==> src/rtl/miyajiro_pkg.sv <==
// rtl/miyajiro_pkg.sv - shared types and constants for the miyajiro memory arbiter
package miyajiro_pkg;

  typedef enum logic [1:0] {
    ARB_IDLE,
    ARB_ISSUE,
    ARB_WAIT,
    ARB_RESP
  } arb_state_t;

  localparam logic ARB_PORT_IF = 1'b0;
  localparam logic ARB_PORT_LS = 1'b1;

endpackage

==> src/rtl/miyajiro_mem_arbiter_if.sv <==
// rtl/miyajiro_mem_arbiter_if.sv - request/response and memory command bundle of the arbiter
interface miyajiro_mem_arbiter_if #(
  parameter int ADDR_W = 32,
  parameter int DATA_W = 32
);
  logic                  if_req_valid;
  logic [ADDR_W-1:0]     if_req_addr;
  logic                  if_req_ready;
  logic                  if_rsp_valid;
  logic [DATA_W-1:0]     if_rsp_data;

  logic                  ls_req_valid;
  logic                  ls_req_we;
  logic [ADDR_W-1:0]     ls_req_addr;
  logic [DATA_W-1:0]     ls_req_wdata;
  logic [DATA_W/8-1:0]   ls_req_wstrb;
  logic                  ls_req_ready;
  logic                  ls_rsp_valid;
  logic [DATA_W-1:0]     ls_rsp_data;

  logic                  mem_en;
  logic                  mem_we;
  logic [ADDR_W-1:0]     mem_addr;
  logic [DATA_W-1:0]     mem_wdata;
  logic [DATA_W/8-1:0]   mem_wstrb;
  logic [DATA_W-1:0]     mem_rdata;

  // Environment side: CPU requesters plus the memory model
  modport master (
    output if_req_valid, if_req_addr,
    input  if_req_ready, if_rsp_valid, if_rsp_data,
    output ls_req_valid, ls_req_we, ls_req_addr, ls_req_wdata, ls_req_wstrb,
    input  ls_req_ready, ls_rsp_valid, ls_rsp_data,
    input  mem_en, mem_we, mem_addr, mem_wdata, mem_wstrb,
    output mem_rdata
  );

  // Arbiter side
  modport slave (
    input  if_req_valid, if_req_addr,
    output if_req_ready, if_rsp_valid, if_rsp_data,
    input  ls_req_valid, ls_req_we, ls_req_addr, ls_req_wdata, ls_req_wstrb,
    output ls_req_ready, ls_rsp_valid, ls_rsp_data,
    output mem_en, mem_we, mem_addr, mem_wdata, mem_wstrb,
    input  mem_rdata
  );

endinterface

==> src/rtl/miyajiro_arb_pick.sv <==
// rtl/miyajiro_arb_pick.sv - winner selection between IF and LS; MIYAJIRO_ARB_RR_EN selects round-robin
module miyajiro_arb_pick
  import miyajiro_pkg::*;
(
  input  logic i_if_valid,
  input  logic i_ls_valid,
  input  logic i_last_grant,
  output logic o_grant_valid,
  output logic o_grant_port
);

  assign o_grant_valid = i_if_valid | i_ls_valid;

`ifdef MIYAJIRO_ARB_RR_EN
  // On contention grant the port that did not win last time; a lone requester always wins
  always_comb begin
    o_grant_port = ARB_PORT_IF;
    if (i_if_valid && i_ls_valid) begin
      o_grant_port = ~i_last_grant;
    end else if (i_ls_valid) begin
      o_grant_port = ARB_PORT_LS;
    end
  end
`else
  logic w_unused_last;
  assign w_unused_last = i_last_grant;

  // Fixed priority: LS beats IF
  always_comb begin
    o_grant_port = ARB_PORT_IF;
    if (i_ls_valid) begin
      o_grant_port = ARB_PORT_LS;
    end
  end
`endif

endmodule

==> src/rtl/miyajiro_mem_arbiter.sv <==
// rtl/miyajiro_mem_arbiter.sv - single-outstanding IF/LS memory arbiter; MIYAJIRO_ARB_RR_EN enables round-robin
module miyajiro_mem_arbiter
  import miyajiro_pkg::*;
#(
  parameter int ADDR_W  = 32,
  parameter int DATA_W  = 32,
  parameter int MEM_LAT = 2
) (
  input  logic                   clk,
  input  logic                   reset_n,
  miyajiro_mem_arbiter_if.slave  bus
);

  localparam int CNT_W  = $clog2(MEM_LAT + 1);
  localparam int STRB_W = DATA_W / 8;

  arb_state_t          r_state;
  arb_state_t          w_next_state;

  logic                r_port;
  logic                r_we;
  logic [ADDR_W-1:0]   r_addr;
  logic [DATA_W-1:0]   r_wdata;
  logic [STRB_W-1:0]   r_wstrb;
  logic [CNT_W-1:0]    r_cnt;
  logic [DATA_W-1:0]   r_rsp_data;

  logic                w_grant_valid;
  logic                w_grant_port;
  logic                w_last_grant;
  logic                w_hs;

  miyajiro_arb_pick u_pick (
    .i_if_valid    (bus.if_req_valid),
    .i_ls_valid    (bus.ls_req_valid),
    .i_last_grant  (w_last_grant),
    .o_grant_valid (w_grant_valid),
    .o_grant_port  (w_grant_port)
  );

  // The granted requester sees ready in the same cycle, so any grant in IDLE is a handshake
  assign w_hs = (r_state == ARB_IDLE) && w_grant_valid;

`ifdef MIYAJIRO_ARB_RR_EN
  logic r_last_grant;

  // Remember who won the most recent handshake; starts at IF so LS wins the first contention
  always_ff @(posedge clk or negedge reset_n) begin
    if (!reset_n) begin
      r_last_grant <= ARB_PORT_IF;
    end else if (w_hs) begin
      r_last_grant <= w_grant_port;
    end
  end

  assign w_last_grant = r_last_grant;
`else
  assign w_last_grant = ARB_PORT_IF;
`endif

  // State register
  always_ff @(posedge clk or negedge reset_n) begin
    if (!reset_n) begin
      r_state <= ARB_IDLE;
    end else begin
      r_state <= w_next_state;
    end
  end

  // Next-state: accept, issue for one cycle, wait out the memory latency, respond for one cycle
  always_comb begin
    w_next_state = r_state;
    case (r_state)
      ARB_IDLE:  if (w_hs) w_next_state = ARB_ISSUE;
      ARB_ISSUE: w_next_state = ARB_WAIT;
      ARB_WAIT:  if (r_cnt == CNT_W'(1)) w_next_state = ARB_RESP;
      ARB_RESP:  w_next_state = ARB_IDLE;
      default:   w_next_state = ARB_IDLE;
    endcase
  end

  // Request latch, latency counter and response capture
  always_ff @(posedge clk or negedge reset_n) begin
    if (!reset_n) begin
      r_port     <= ARB_PORT_IF;
      r_we       <= 1'b0;
      r_addr     <= '0;
      r_wdata    <= '0;
      r_wstrb    <= '0;
      r_cnt      <= '0;
      r_rsp_data <= '0;
    end else begin
      case (r_state)
        ARB_IDLE: begin
          if (w_hs) begin
            r_port <= w_grant_port;
            if (w_grant_port == ARB_PORT_LS) begin
              r_we    <= bus.ls_req_we;
              r_addr  <= bus.ls_req_addr;
              r_wdata <= bus.ls_req_wdata;
              r_wstrb <= bus.ls_req_wstrb;
            end else begin
              r_we    <= 1'b0;
              r_addr  <= bus.if_req_addr;
              r_wdata <= '0;
              r_wstrb <= '0;
            end
          end
        end
        ARB_ISSUE: begin
          r_cnt <= CNT_W'(MEM_LAT);
        end
        ARB_WAIT: begin
          r_cnt <= r_cnt - CNT_W'(1);
          if (r_cnt == CNT_W'(1)) begin
            r_rsp_data <= r_we ? '0 : bus.mem_rdata;
          end
        end
        default: ;
      endcase
    end
  end

  // Outputs: ready only in IDLE (and never under reset), memory command only in ISSUE, response only in RESP
  always_comb begin
    bus.if_req_ready = 1'b0;
    bus.ls_req_ready = 1'b0;
    bus.if_rsp_valid = 1'b0;
    bus.if_rsp_data  = '0;
    bus.ls_rsp_valid = 1'b0;
    bus.ls_rsp_data  = '0;
    bus.mem_en       = 1'b0;
    bus.mem_we       = 1'b0;
    bus.mem_addr     = '0;
    bus.mem_wdata    = '0;
    bus.mem_wstrb    = '0;
    case (r_state)
      ARB_IDLE: begin
        if (reset_n && w_grant_valid) begin
          if (w_grant_port == ARB_PORT_LS) begin
            bus.ls_req_ready = 1'b1;
          end else begin
            bus.if_req_ready = 1'b1;
          end
        end
      end
      ARB_ISSUE: begin
        bus.mem_en    = 1'b1;
        bus.mem_we    = r_we;
        bus.mem_addr  = r_addr;
        bus.mem_wdata = r_wdata;
        bus.mem_wstrb = r_wstrb;
      end
      ARB_RESP: begin
        if (r_port == ARB_PORT_LS) begin
          bus.ls_rsp_valid = 1'b1;
          bus.ls_rsp_data  = r_rsp_data;
        end else begin
          bus.if_rsp_valid = 1'b1;
          bus.if_rsp_data  = r_rsp_data;
        end
      end
      default: ;
    endcase
  end

endmodule

==> src/flat_wrapper.sv <==
// flat-port wrapper written by rule: the top's interface ports become plain ports
module miyajiro_mem_arbiter_flat import miyajiro_pkg::*;
#(
  parameter int ADDR_W  = 32,
  parameter int DATA_W  = 32,
  parameter int MEM_LAT = 2
)
  (clk, reset_n, bus_if_req_valid, bus_if_req_addr, bus_if_req_ready, bus_if_rsp_valid, bus_if_rsp_data, bus_ls_req_valid, bus_ls_req_we, bus_ls_req_addr, bus_ls_req_wdata, bus_ls_req_wstrb, bus_ls_req_ready, bus_ls_rsp_valid, bus_ls_rsp_data, bus_mem_en, bus_mem_we, bus_mem_addr, bus_mem_wdata, bus_mem_wstrb, bus_mem_rdata);
  miyajiro_mem_arbiter_if #(.ADDR_W(ADDR_W), .DATA_W(DATA_W)) bus_i ();
  input  logic clk;
  input  logic reset_n;
  input wire logic [$bits(bus_i.if_req_valid)-1:0] bus_if_req_valid;
  input wire logic [$bits(bus_i.if_req_addr)-1:0] bus_if_req_addr;
  output wire logic [$bits(bus_i.if_req_ready)-1:0] bus_if_req_ready;
  output wire logic [$bits(bus_i.if_rsp_valid)-1:0] bus_if_rsp_valid;
  output wire logic [$bits(bus_i.if_rsp_data)-1:0] bus_if_rsp_data;
  input wire logic [$bits(bus_i.ls_req_valid)-1:0] bus_ls_req_valid;
  input wire logic [$bits(bus_i.ls_req_we)-1:0] bus_ls_req_we;
  input wire logic [$bits(bus_i.ls_req_addr)-1:0] bus_ls_req_addr;
  input wire logic [$bits(bus_i.ls_req_wdata)-1:0] bus_ls_req_wdata;
  input wire logic [$bits(bus_i.ls_req_wstrb)-1:0] bus_ls_req_wstrb;
  output wire logic [$bits(bus_i.ls_req_ready)-1:0] bus_ls_req_ready;
  output wire logic [$bits(bus_i.ls_rsp_valid)-1:0] bus_ls_rsp_valid;
  output wire logic [$bits(bus_i.ls_rsp_data)-1:0] bus_ls_rsp_data;
  output wire logic [$bits(bus_i.mem_en)-1:0] bus_mem_en;
  output wire logic [$bits(bus_i.mem_we)-1:0] bus_mem_we;
  output wire logic [$bits(bus_i.mem_addr)-1:0] bus_mem_addr;
  output wire logic [$bits(bus_i.mem_wdata)-1:0] bus_mem_wdata;
  output wire logic [$bits(bus_i.mem_wstrb)-1:0] bus_mem_wstrb;
  input wire logic [$bits(bus_i.mem_rdata)-1:0] bus_mem_rdata;
  assign bus_i.if_req_valid = bus_if_req_valid;
  assign bus_i.if_req_addr = bus_if_req_addr;
  assign bus_if_req_ready = bus_i.if_req_ready;
  assign bus_if_rsp_valid = bus_i.if_rsp_valid;
  assign bus_if_rsp_data = bus_i.if_rsp_data;
  assign bus_i.ls_req_valid = bus_ls_req_valid;
  assign bus_i.ls_req_we = bus_ls_req_we;
  assign bus_i.ls_req_addr = bus_ls_req_addr;
  assign bus_i.ls_req_wdata = bus_ls_req_wdata;
  assign bus_i.ls_req_wstrb = bus_ls_req_wstrb;
  assign bus_ls_req_ready = bus_i.ls_req_ready;
  assign bus_ls_rsp_valid = bus_i.ls_rsp_valid;
  assign bus_ls_rsp_data = bus_i.ls_rsp_data;
  assign bus_mem_en = bus_i.mem_en;
  assign bus_mem_we = bus_i.mem_we;
  assign bus_mem_addr = bus_i.mem_addr;
  assign bus_mem_wdata = bus_i.mem_wdata;
  assign bus_mem_wstrb = bus_i.mem_wstrb;
  assign bus_i.mem_rdata = bus_mem_rdata;
  miyajiro_mem_arbiter #(.ADDR_W(ADDR_W), .DATA_W(DATA_W), .MEM_LAT(MEM_LAT)) u_core (.clk(clk), .reset_n(reset_n), .bus(bus_i));
endmodule
==> config.mk <==
export PLATFORM = sky130hd
export DESIGN_NAME = miyajiro_mem_arbiter_flat
export DESIGN_NICKNAME = d
export VERILOG_FILES = /design/src/rtl/miyajiro_pkg.sv /design/src/rtl/miyajiro_mem_arbiter_if.sv /design/src/rtl/miyajiro_arb_pick.sv /design/src/rtl/miyajiro_mem_arbiter.sv /design/src/flat_wrapper.sv
export SDC_FILE = /design/constraint.sdc
export NUM_CORES = 1
export LEC_CHECK = 0
export ABC_CLOCK_PERIOD_IN_PS = 4200
export BUFFER_PORTS_ARGS = -buffer_cell sky130_fd_sc_hd__clkbuf_2
export CAP_MARGIN = 20
export CORE_AREA = 4 4 109 111
export CTS_CLUSTER_SIZE = 25
export DETAILED_ROUTE_END_ITERATION = 10
export DIE_AREA = 0 0 113 115
export HOLD_SLACK_MARGIN = 0.1
export PLACE_DENSITY = 0.86
export SLEW_MARGIN = 20
export SYNTH_ARGS = -nofsm -noshare
export SYNTH_HDL_FRONTEND = slang
export SYNTH_SLANG_ARGS = --single-unit
==> constraint.sdc <==
create_clock -name clk -period 4.2 [get_ports clk]
set_input_delay 0.42 -clock clk [delete_from_list [all_inputs] [get_ports clk]]
set_output_delay 0.42 -clock clk [all_outputs]
set_load 0.01 [all_outputs]
======== After elaboration in Yosys (flattened, before gate mapping) ========
Index checks and enable logic that the tools add are counted.
word-level totals
  bits in registers ....................... 106
  latch bits .............................. 0
  RAM bits ................................ 0
  ROM bits ................................ 0
  bits of input ports ..................... 137
  output and inout bits ................... 138
  word-level logic and storage cells ...... 52
  memories ................................ 0
operators by class
  add/subtract/negate cells ............... 1
  multiply operators ...................... 0
  div/mod/pow operators ................... 0
  order comparisons ....................... 0
  equal/unequal tests ..................... 6
  shift operators ......................... 0
  multiplexer cells ....................... 29
  bitwise operators ....................... 1
  reductions and logical operators ........ 7
operator list
  kind                   count
  $mux W32               9
  $mux W1                14
  $mux W4                2
  $pmux W2 S4            1
  $reduce_and A2 Y1      3
  $eq A2 B1 Y1 const B   2
  $eq A2 B2 Y1 const B   2
  $mux W2                2
  $ne A2 B1 Y1 const B   2
  $pmux W2 S2            1
  $logic_and A1 B1 Y1    2
  $logic_not A2 Y1       1
  $reduce_bool A2 Y1     1
  $sub A2 B1 Y2 const B  1
  $or A1 B1 Y1           1

======== Depth between registers and ports, before layout ========
Gate-level depths: netlist of run 1.
  depth after elaboration ................. 4
  gate-level depth with buffers ........... 7
  depth with buffers taken out ............ 5

======== Hierarchy ========
Synthesis of run 1 repeated with hierarchy kept, for this count alone.
second synthesis, totals
  cells, all modules ...................... 627
  area, all modules ....................... 5571.6 µm²
modules (own cells, without submodules)
  module                times used  cells each  area an instance (µm²)  seq. area each (µm²)
  miyajiro_mem_arbiter  1           625         5557.8                  2652.5
  miyajiro_arb_pick     1           2           13.8                    0.0

======== Least setup slack after synthesis of run 1 ========
Ideal clock, no wire load.
  path type ............................... register to output
  start ................................... reg u_core.r_state[0]
  end ..................................... out bus_if_req_ready
  arrival ................................. 1334 ps
  required time ........................... 3780 ps
  setup slack ............................. 2446 ps
  stages on the path, launching flop included .. 7
  buffers on the path ..................... 2
  path through ............................ dfrtp_1 inv_1 ha_1 o21ai_4 buf_6 buf_6 nor3b_2
between the ends
  cells in the longest elaborated chain, start to end .. 2
RTL lines
  item                    line                         RTL
  start, declared         miyajiro_mem_arbiter.sv:17   arb_state_t r_state;
  start signal, assigned  miyajiro_mem_arbiter.sv:66   r_state <= w_next_state;
  $logic_not A2 Y1        miyajiro_mem_arbiter.sv:137  case (r_state)
  $mux W1                 miyajiro_mem_arbiter.sv:137
  end, declared           flat_wrapper.sv:14           output wire logic [$bits(bus_i.if_req_ready)-1:0] bus_if_req_ready;
No other way between the ends.

======== Worst setup path after layout of run 1 ========
  start ................................... reg u_core.r_state[1]
  end ..................................... out bus_if_rsp_data[9]
between the ends
  cells in the longest elaborated chain, start to end .. 2
RTL lines
  item           line                         RTL
  $eq A2 B2 Y1   miyajiro_mem_arbiter.sv:137
  $mux W32       miyajiro_mem_arbiter.sv:137
  end, declared  flat_wrapper.sv:16           output wire logic [$bits(bus_i.if_rsp_data)-1:0] bus_if_rsp_data;
No other way between the ends.

==> results of run 1 <==
-- cell families (layout without fill, tap and decap cells) --
family | count (synthesis) | count (layout) | share of synthesized area
fa+ha+maj | 6 | 6 | 0.0140
buf+inv | 49 | 300 | 0.0529
flops | 106 | 106 | 0.494
simple gates | 238 | 238 | 0.248
mux | 33 | 33 | 0.0617
compound gates | 108 | 108 | 0.130
-- cell usage in the layout, fill, tap and decap left out --
cell	Yosys	routed
nand3_1	1	1
mux2_1	1	1
a22o_1	37	37
mux2i_1	32	32
inv_1	5	5
nand2_1	65	64
and2_4	1	1
dfrtp_1	106	106
nand2_2	0	1
nor3b_2	1	1
ha_2	0	1
o21ai_4	1	1
ha_1	6	5
buf_4	1	4
nand2b_1	32	32
clkinvlp_4	0	1
a21o_1	1	1
and3_1	33	33
bufinv_16	0	2
clkbuf_2	0	273
clkbuf_8	0	10
nor2b_1	2	2
o21ai_0	7	7
clkbuf_1	21	1
nor2_1	1	1
buf_12	0	1
dlygate4sd3_1	0	1
inv_6	0	2
and2_1	102	102
o21ai_1	60	60
a21oi_1	1	1
o32a_1	1	1
-- metal layers --
metal / vias up / track usage / share of wire
met5: - / 0 / 0
met4: 0 / 0.0785 / 0.022
met3: 26 / 0.0505 / 0.083
met2: 209 / 0.376 / 0.49
met1: 2157 / 0.266 / 0.40
li1: 2294 / - / -
-- stage by stage --
step,area (µm²),util,hold WS [ns]
2_1_floorplan,5370,-,0.124
3_3_place_gp,6700,0.621,0.426
3_5_place_dp,6700,0.621,0.434
4_1_cts,6940,0.643,0.253
5_1_grt,6940,0.643,0.247
6_report,6940,0.643,0.270
-- flip-flops by register name, indices dropped and copies added, names as in the netlist --
signal,cells
u_core.r_rsp_data,32
u_core.r_addr,32
u_core.r_we,1
u_core.r_wstrb,4
u_core.r_port,1
u_core.r_state,2
u_core.r_wdata,32
u_core.r_cnt,2
-- what timing repair did --
action,in CTS,in global routing
endpoints found under the hold margin,39,0
setup buffers,0,0
hold buffers,1,0
-- power groups by stage --
stage                     Combinational [mW]  Clock, mW  Sequential [mW]
after floorplan                         1.47          0             1.75
after global placement                  1.92          0             1.89
after detailed placement                2.00          0             1.92
after CTS                               2.00      0.721             1.91
after global routing                    2.20      0.765             1.99
final                                   1.96      0.705             1.92
-- area by class of cell --
| cell class | instances | area, µm² | area share |
|---|---|---|---|
| clock inverter | 5 | 85.1 | 0.0123 |
| timing repair buffer | 279 | 1430 | 0.206 |
| sequential | 106 | 2650 | 0.382 |
| multi-input combinational | 385 | 2440 | 0.352 |
| inverter | 5 | 18.8 | 0.00270 |
| clock buffer | 11 | 141 | 0.0204 |
| tap | 140 | 175 | 0.0252 |
-- path summary, 6_finish.rpt --
check / end / slack [ns] / cells past startpoint
setup / recovery: bus_if_rsp_data[9] / 1.42 / 5
hold / removal: u_core.r_wdata[27] / 0.27 / 2
setup reg to reg: u_core.r_rsp_data[2] / 2.30 / 4
hold reg to reg: u_core.r_addr[14] / 0.49 / 2
max in group asynchronous: u_core.r_addr[17] / 2.34 / 3
min in group asynchronous: u_core.r_addr[14] / 0.62 / 2
==> impl_metrics.csv, run 1 <==
group,metric,value,unit
worst_hold_path,hold_start,"bus_ls_req_wdata[27]",
pwr,cellPowerDensity,660,mW/mm²
synth,synth_area_leader_cell,"dfrtp_1",
setup_path,crit_path_end_kind,"primary output",
clocking,clkLatencyLatePin,0.36,ns
layout,final_nets,929,
sta,drv_slew,0,
drt,routed_wl,14500,µm
place,place.gp.congestion,0.911,
grt,grt-ovfl-total,0,
pwr,power,4.58,mW
layout,drive_gt1_frac,0.377,
synth,ys_ff_latch,106,
layout,area_growth,29.2,%
setup_path,cp_cell_sequence,"ha_1 -> nor2b_1 -> buf_4 -> and2_1 -> clkbuf_2",
synth,yosysUniqueCellTypes,25,
sta,relSlewSlack,0.320,
drt,drt-initial-drc-count,281,
synth,ys_async_sr_fraction,1.00,
grt,grt_pass1_vias,4746,
setup_path,critical_path.startpoint,"u_core.r_state[1]",
sta,setup-violations-final,0,
pwr,p_clk_frac,0.154,
drt,drc,0,
clocking,htree_levels,3,
worst_hold_path,hold_class,"in -> reg",
layout,nFillCells,876,
setup_path,cp.required,3.78,ns
pwr,p_sw_frac,0.389,
sta,setup_tns,0,ns
sta,min_period_over_period,0.663,
clocking,post_cts_resized,0,
sta,max_freq,359,MHz
place,hpwl,10700,µm
setup_path,critPathKind,"reg -> out",
synth,synth_top_area_frac,0.494,
drt,first_pass_iters,4,
sta,rsz0062_at_grt,"false",
die,die_h,115,µm
die,ios,275,
pwr,pwr-share-comb,0.428,
pwr,ir_worst_vdd,0.322,mV
setup_path,r2r-start,"u_core.r_state[0]",
synth,avgSynthCellArea,9.95,µm²
synth,synth_top_cells_by_count,"106 x dfrtp_1, 102 x and2_1, 65 x nand2_1",
clocking,clkTransAtPathRegs,0.10,ns
setup_path,arrival,2.36,ns
synth,synth_edf_count,0,
setup_path,slowest_delay,0.77,ns
synth,synth_nets,683,
setup_path,critPathBufInv,2,
setup_path,critPathMaxFanout,34,
grt,antenna_found_initial,0,
synth,synth_area_leaders,"dfrtp_1 49%, and2_1 12%, a22o_1 6.0%",
pwr,p_int,2.80,mW
drt,vias,4686,
place,dpl_worst_slack,1.80,ns
sta,period_needed,2.78,ns
sta,finClkSkew,0.00731,ns
grt,grt_max_degree,85,
clocking,clockRootBuffer,"clkbuf_8",
clocking,clockBufferDepth,2,
clocking,cts_tree,"done",
die,start_util,0.498,
setup_path,crit_slowest_cell,"ha_1",
pwr,power.switching,1.78,mW
drt,wl_per_cell,15.5,µm
die,core_area,0.0108,mm²
layout,antenna_cells,0,
drt,ant_nets,0,
place,port_buffers,274,
synth,synth_area,0.00537,mm²
layout,fin_cells,931,
synth,postSynthCellCount,540,
drt,viasPerCell,5.03,
sta,tightest_slew,1.02,ns
synth,ys_warn_count,0,
pwr,pwr-share-seq,0.418,
sta,hold_viol,0,
run_status,outcome,"finished clean",
setup_path,critPathTopFamily,"adder cells",
grt,grt_pass1_wl,22900,µm
die,fp-row-count,38,
place,placed_cells,914,
synth,synth.most_common_cell,"dfrtp_1",
die,die_w,113,µm
clocking,numClockSinks,106,
setup_path,crit_path_start_kind,"flip-flop",
die,die_area,0.0130,mm²
sta,layout_setup_ws,1.42,ns
synth,ys.flop_type,"dfrtp_1",
grt,grt.total_usage,0.217,
synth,ys_seq_area_frac,0.494,
pwr,p_leak,3.96,nW
job,drv_cap,0,
clocking,tritoncts.num_buffers,9,
(Power assumes the default switching activity.)
==> inputs of run 2 (changes only) <==
--- a/config.mk
+++ b/config.mk
@@ -5,15 +5,15 @@
 export SDC_FILE = /design/constraint.sdc
 export NUM_CORES = 1
 export LEC_CHECK = 0
-export ABC_CLOCK_PERIOD_IN_PS = 4200
+export ABC_CLOCK_PERIOD_IN_PS = 2800
 export BUFFER_PORTS_ARGS = -buffer_cell sky130_fd_sc_hd__clkbuf_2
 export CAP_MARGIN = 20
-export CORE_AREA = 4 4 109 111
+export CORE_AREA = 4 4 114 116
 export CTS_CLUSTER_SIZE = 25
 export DETAILED_ROUTE_END_ITERATION = 10
-export DIE_AREA = 0 0 113 115
+export DIE_AREA = 0 0 118 120
 export HOLD_SLACK_MARGIN = 0.1
-export PLACE_DENSITY = 0.86
+export PLACE_DENSITY = 0.79
 export SLEW_MARGIN = 20
 export SYNTH_ARGS = -nofsm -noshare
 export SYNTH_HDL_FRONTEND = slang
==> constraint.sdc (replaced) <==
create_clock -name clk -period 2.8 [get_ports clk]
set_input_delay 0.28 -clock clk [delete_from_list [all_inputs] [get_ports clk]]
set_output_delay 0.28 -clock clk [all_outputs]
set_load 0.01 [all_outputs]
==> run 2 against run 1 <==
First-iteration DRC count is 2.5% lower. Clock skew increased by 0.00086 ns. Highest routed layer unchanged. Critical path depth unchanged. Die area grew 9.0%. Sequential power is 45% higher.
==> impl_metrics.csv, run 2 (same netlist as run 1, synthesis figures left out) <==
group,metric,value,unit
die,core_area,0.0119,mm²
pwr,p_sw_frac,0.388,
layout,fin_cells,944,
clocking,clockRootBuffer,"clkbuf_16",
drt,viasPerCell,4.96,
setup_path,critPathKind,"reg -> out",
clocking,htree_levels,3,
setup_path,crit_path_start_kind,"flip-flop",
pwr,pwr-share-comb,0.432,
layout,final_cell_mix,"273 x clkbuf_2, 106 x dfrtp_1, 102 x and2_1",
place,place.gp.congestion,0.826,
sta,period_needed,2.43,ns
pwr,pwr-share-seq,0.395,
sta,hold_viol,0,
place,hpwl,10800,µm
place,placed_cells,927,
layout,multi_input_area,0.00244,mm²
grt,antenna_found_initial,0,
clocking,post_cts_resized,0,
clocking,clockBufferDepth,2,
pwr,ir_worst_vdd,0.471,mV
sta,setup_tns,0,ns
run_status,outcome,"finished clean",
grt,grt_pass1_wl,23200,µm
drt,routed_wl,14400,µm
layout,area_growth,31.3,%
drt,wl_per_cell,15.3,µm
pwr,p_clk_frac,0.173,
pwr,p_int,4.32,mW
clocking,cts_tree,"done",
sta,drv_slew,0,
clocking,clkTransAtPathRegs,0.08,ns
setup_path,critPathTopFamily,"adder cells",
sta,relSlewSlack,0.479,
drt,vias,4681,
die,ios,275,
drt,ant_nets,0,
setup_path,critPathMaxFanout,53,
pwr,cellPowerDensity,999,mW/mm²
setup_path,critPathBufInv,3,
layout,drive_gt1_frac,0.383,
sta,max_freq,411,MHz
pwr,p_leak,4.01,nW
die,start_util,0.451,
die,die_w,118,µm
clocking,cts_setup_buffers,0,
layout,seq_area,0.00265,mm²
drt,drt-initial-drc-count,274,
sta,min_period_over_period,0.868,
grt,grt_max_degree,86,
drt,drc,0,
layout,final_nets,935,
setup_path,cp_cell_sequence,"inv_1 -> ha_2 -> buf_4 -> and2_1 -> clkbuf_2",
sta,tightest_slew,0.781,ns
clocking,numClockSinks,106,
die,die_area,0.0142,mm²
job,drv_cap,0,
sta,setup-violations-final,0,
die,fp-row-count,40,
layout,reg_top3,"u_core.r_addr: 32 flops, u_core.r_rsp_data: 32 flops, u_core.r_wdata: 32 flops",
setup_path,crit_slowest_cell,"ha_2",
sta,finClkSkew,0.00818,ns
pwr,power.switching,2.73,mW
place,port_buffers,274,
layout,antenna_cells,0,
setup_path,arrival,2.15,ns
sta,timing.hold.ws,0.158,ns
clocking,tritoncts.num_buffers,9,
die,die_h,120,µm
drt,first_pass_iters,4,
grt,grt_pass1_vias,4700,
sta,rsz0062_at_grt,"false",
setup_path,crit_path_end_kind,"primary output",
setup_path,slowest_delay,0.69,ns
grt,grt.total_usage,0.200,
layout,fin_util,0.592,
worst_hold_path,hold_class,"in -> reg",
grt,grt-ovfl-total,0,
setup_path,cp.required,2.52,ns
layout,nFillCells,1104,
layout,final_common_cell,"clkbuf_2",
clocking,clkLatencyLatePin,0.34,ns
run 2: through the flow:
step	worst slack, ns	area [µm²]	power, mW
global route	0.169	7060	7.63
global placement	0.743	6760	5.78
CTS	0.316	7060	7.15
finish	0.369	7060	7.05
detailed placement	0.693	6760	5.90
floorplan	1.19	5370	4.82
run 2: worst paths after layout:
| check | startpoint | endpoint | slack (ns) | cells after the start |
|---|---|---|---|---|
| max in group asynchronous | reset_n | u_core.r_addr[18] | 1.65 | 3 |
| setup / recovery | u_core.r_state[1] | bus_mem_addr[2] | 0.37 | 5 |
| min in group asynchronous | reset_n | u_core.r_rsp_data[8] | 0.43 | 2 |
| hold / removal | bus_ls_req_wdata[30] | u_core.r_wdata[30] | 0.16 | 2 |
| setup reg to reg | u_core.r_state[0] | u_core.r_rsp_data[2] | 0.92 | 5 |
| hold reg to reg | u_core.r_addr[26] | u_core.r_addr[26] | 0.49 | 2 |
run 2: final cells by class:
cell class | count | area share
Clock inverter | 7 | 0.00887
Multi-Input combinational cell | 385 | 0.346
Sequential cell | 106 | 0.376
Tap cell | 147 | 0.0261
Timing Repair Buffer | 285 | 0.209
Inverter | 5 | 0.00266
Clock buffer | 9 | 0.0319
run 2: timing repair:
item | in CTS | in global routing
endpoints found under the hold margin | 21 | 0
setup endpoints to repair | 0 | 0
hold buffers | 1 | 0
run 2: power by group through the flow:
stage	Sequential (mW)	Combinational, mW	Clock (mW)
2_1_floorplan	2.62	2.20	0
6_report	2.78	3.05	1.22
3_3_place_gp	2.78	3.00	0
5_1_grt	2.88	3.42	1.32
3_5_place_dp	2.79	3.11	0
4_1_cts	2.79	3.10	1.26
run 2: routing by layer:
metal / part of all wire / GRT usage / up-vias
li1: - / - / 2316
met1: 0.42 / 0.246 / 2158
met2: 0.50 / 0.351 / 194
met3: 0.072 / 0.0452 / 13
met4: 0.012 / 0.0608 / 0
met5: 0 / 0 / -
==> inputs of run 3 (changes only) <==
--- a/config.mk
+++ b/config.mk
@@ -8,10 +8,10 @@
 export ABC_CLOCK_PERIOD_IN_PS = 2800
 export BUFFER_PORTS_ARGS = -buffer_cell sky130_fd_sc_hd__clkbuf_2
 export CAP_MARGIN = 20
-export CORE_AREA = 4 4 114 116
+export CORE_AREA = 5 5 115 117
 export CTS_CLUSTER_SIZE = 25
 export DETAILED_ROUTE_END_ITERATION = 10
-export DIE_AREA = 0 0 118 120
+export DIE_AREA = 0 0 120 122
 export HOLD_SLACK_MARGIN = 0.1
 export PLACE_DENSITY = 0.79
 export SLEW_MARGIN = 20
==> run 3 against run 2 <==
Register-to-register slack better by 0.25 ns. Count of clock-buffer cells in the layout up 1. Die area up 3.4%. Cell area up 1.2%. Sequential power about the same. Routed wire length down 2.5%. Worst setup slack better by 0.34 ns. Core utilization down 1.0 points. Critical path depth unchanged.
==> impl_metrics.csv, run 3 (same netlist as run 1, synthesis figures left out) <==
group,metric,value,unit
run_status,outcome,"finished clean",
layout,fin_cells,949,
die,die_area,0.0146,mm²
layout,seq_area,0.00265,mm²
grt,grt-ovfl-total,0,
grt,grt.total_usage,0.191,
layout,multi_input_area,0.00244,mm²
clocking,clkTransAtPathRegs,0.07,ns
drt,route.met2.wl,6920,µm
setup_path,cp.required,2.52,ns
setup_path,critical_path.startpoint,"u_core.r_state[1]",
clocking,cts_setup_buffers,0,
pwr,ir_worst_vdd,0.498,mV
setup_path,crit_path_end_kind,"primary output",
layout,antenna_cells,0,
sta,finClkSkew,0.00722,ns
sta,timing.hold.ws,0.159,ns
drt,vias,4639,
grt,grt_pass1_wl,22500,µm
worst_hold_path,hold_class,"in -> reg",
sta,max_freq,479,MHz
drt,top_layer,"met4",
layout,nFillCells,1138,
die,fp-row-count,41,
grt,grt_pass1_vias,4500,
sta,period_needed,2.09,ns
layout,area_growth,32.9,%
die,ios,275,
layout,drive_gt1_frac,0.383,
sta,setup_tns,0,ns
layout,final_common_cell,"clkbuf_2",
layout,reg_top3,"u_core.r_addr: 32 flops, u_core.r_rsp_data: 32 flops, u_core.r_wdata: 32 flops",
grt,grt_max_degree,66,
clocking,numClockSinks,106,
die,die_h,122,µm
clocking,clockBufferDepth,2,
sta,hold_viol,0,
drt,ant_nets,0,
place,place.gp.congestion,0.776,
pwr,p_leak,4.07,nW
place,port_buffers,274,
setup_path,arrival,1.81,ns
setup_path,r2r-start,"u_core.r_state[0]",
pwr,cellPowerDensity,1020,mW/mm²
job,drv_cap,0,
sta,relSlewSlack,0.532,
clocking,tritoncts.num_buffers,9,
die,core_area,0.0123,mm²
grt,antenna_found_initial,0,
setup_path,critPathMaxFanout,28,
layout,final_cell_mix,"273 x clkbuf_2, 106 x dfrtp_1, 102 x and2_1",
place,hpwl,10600,µm
setup_path,r2r_slack,1.17,ns
drt,drt-met1-wl,5960,µm
drt,routed_wl,14100,µm
drt,wl_met3,1010,µm
drt,viasPerCell,4.89,
setup_path,slowest_delay,0.41,ns
die,start_util,0.438,
setup_path,rr_worst_depth,5,
clocking,cts_tree,"done",
die,die_w,120,µm
clocking,htree_levels,3,
layout,final_nets,937,
setup_path,critPathKind,"reg -> out",
worst_hold_path,worst_hold_path.endpoint,"u_core.r_wdata[22]",
worst_hold_path,hold_start,"bus_ls_req_wdata[22]",
setup_path,crit_slowest_cell,"dfrtp_1",
layout,final_area,0.00714,mm²
pwr,power,7.29,mW
sta,min_period_over_period,0.746,
drt,drt-initial-drc-count,252,
worst_hold_path,whs_path_depth,2,
sta,setup-violations-final,0,
clocking,clkLatencyLatePin,0.34,ns
drt,wl_per_cell,14.8,µm
setup_path,cp_cell_sequence,"ha_1 -> nor2b_1 -> buf_4 -> and2_1 -> clkbuf_2",
sta,drv_slew,0,
place,placed_cells,932,
drt,first_pass_iters,4,
sta,tightest_slew,0.702,ns
sta,rsz0062_at_grt,"false",
setup_path,worstReg2RegEnd,"u_core.r_wdata[9]",
setup_path,crit_path_start_kind,"flip-flop",
place,placed_cell_area,0.00677,mm²
clocking,clockRootBuffer,"clkbuf_16",
drt,drc,0,
[run 3: stage by stage]
stage               setup slack, ns   util
floorplan                      1.19      -
global placement              0.983  0.553
detailed placement            0.918  0.553
CTS                           0.678  0.582
global route                  0.529  0.582
finish                        0.711  0.582
[run 3: how the worst max path moves through the flow]
stage | endpoint | slack (ns) | depth (start not counted)
2_1_floorplan | bus_if_req_ready | 1.19 | 6
3_3_place_gp | u_core.r_rsp_data[2] | 0.98 | 4
3_5_place_dp | u_core.r_rsp_data[0] | 0.92 | 4
4_1_cts | bus_if_rsp_data[23] | 0.68 | 5
5_1_grt | bus_if_rsp_data[12] | 0.53 | 5
6_report | bus_if_rsp_data[25] | 0.71 | 5
[run 3: routing by layer]
layer	vias up	track usage
met2	188	0.322
met5	-	0
met4	0	0.0587
met3	13	0.0381
met1	2127	0.249
li1	2311	-
[run 3: what timing repair did]
action	4_1_cts	5_1_grt
resized for setup	0	0
hold endpoints to repair	41	0
hold buffers	1	0
[run 3: area by class of cell]
cell class	count	area share
flip-flops and latches	106	0.372
multi-input cells	385	0.342
repair buffers	287	0.208
clock buffers	10	0.0335
well taps	150	0.0263
clock inverters	6	0.0156
inverters	5	0.00263
[run 3: worst max-delay path, delay by kind of cell (launching register included)]
kind | cells | cell delay [ns]
simple gates | 2 | 0.45
buf+inv | 2 | 0.42
flops | 1 | 0.41
fa+ha+maj | 1 | 0.18
[run 3: power breakdown]
group,switching (mW),internal [mW]
Combinational,1.69,1.40
Clock,0.552,0.900
Sequential,0.440,2.31
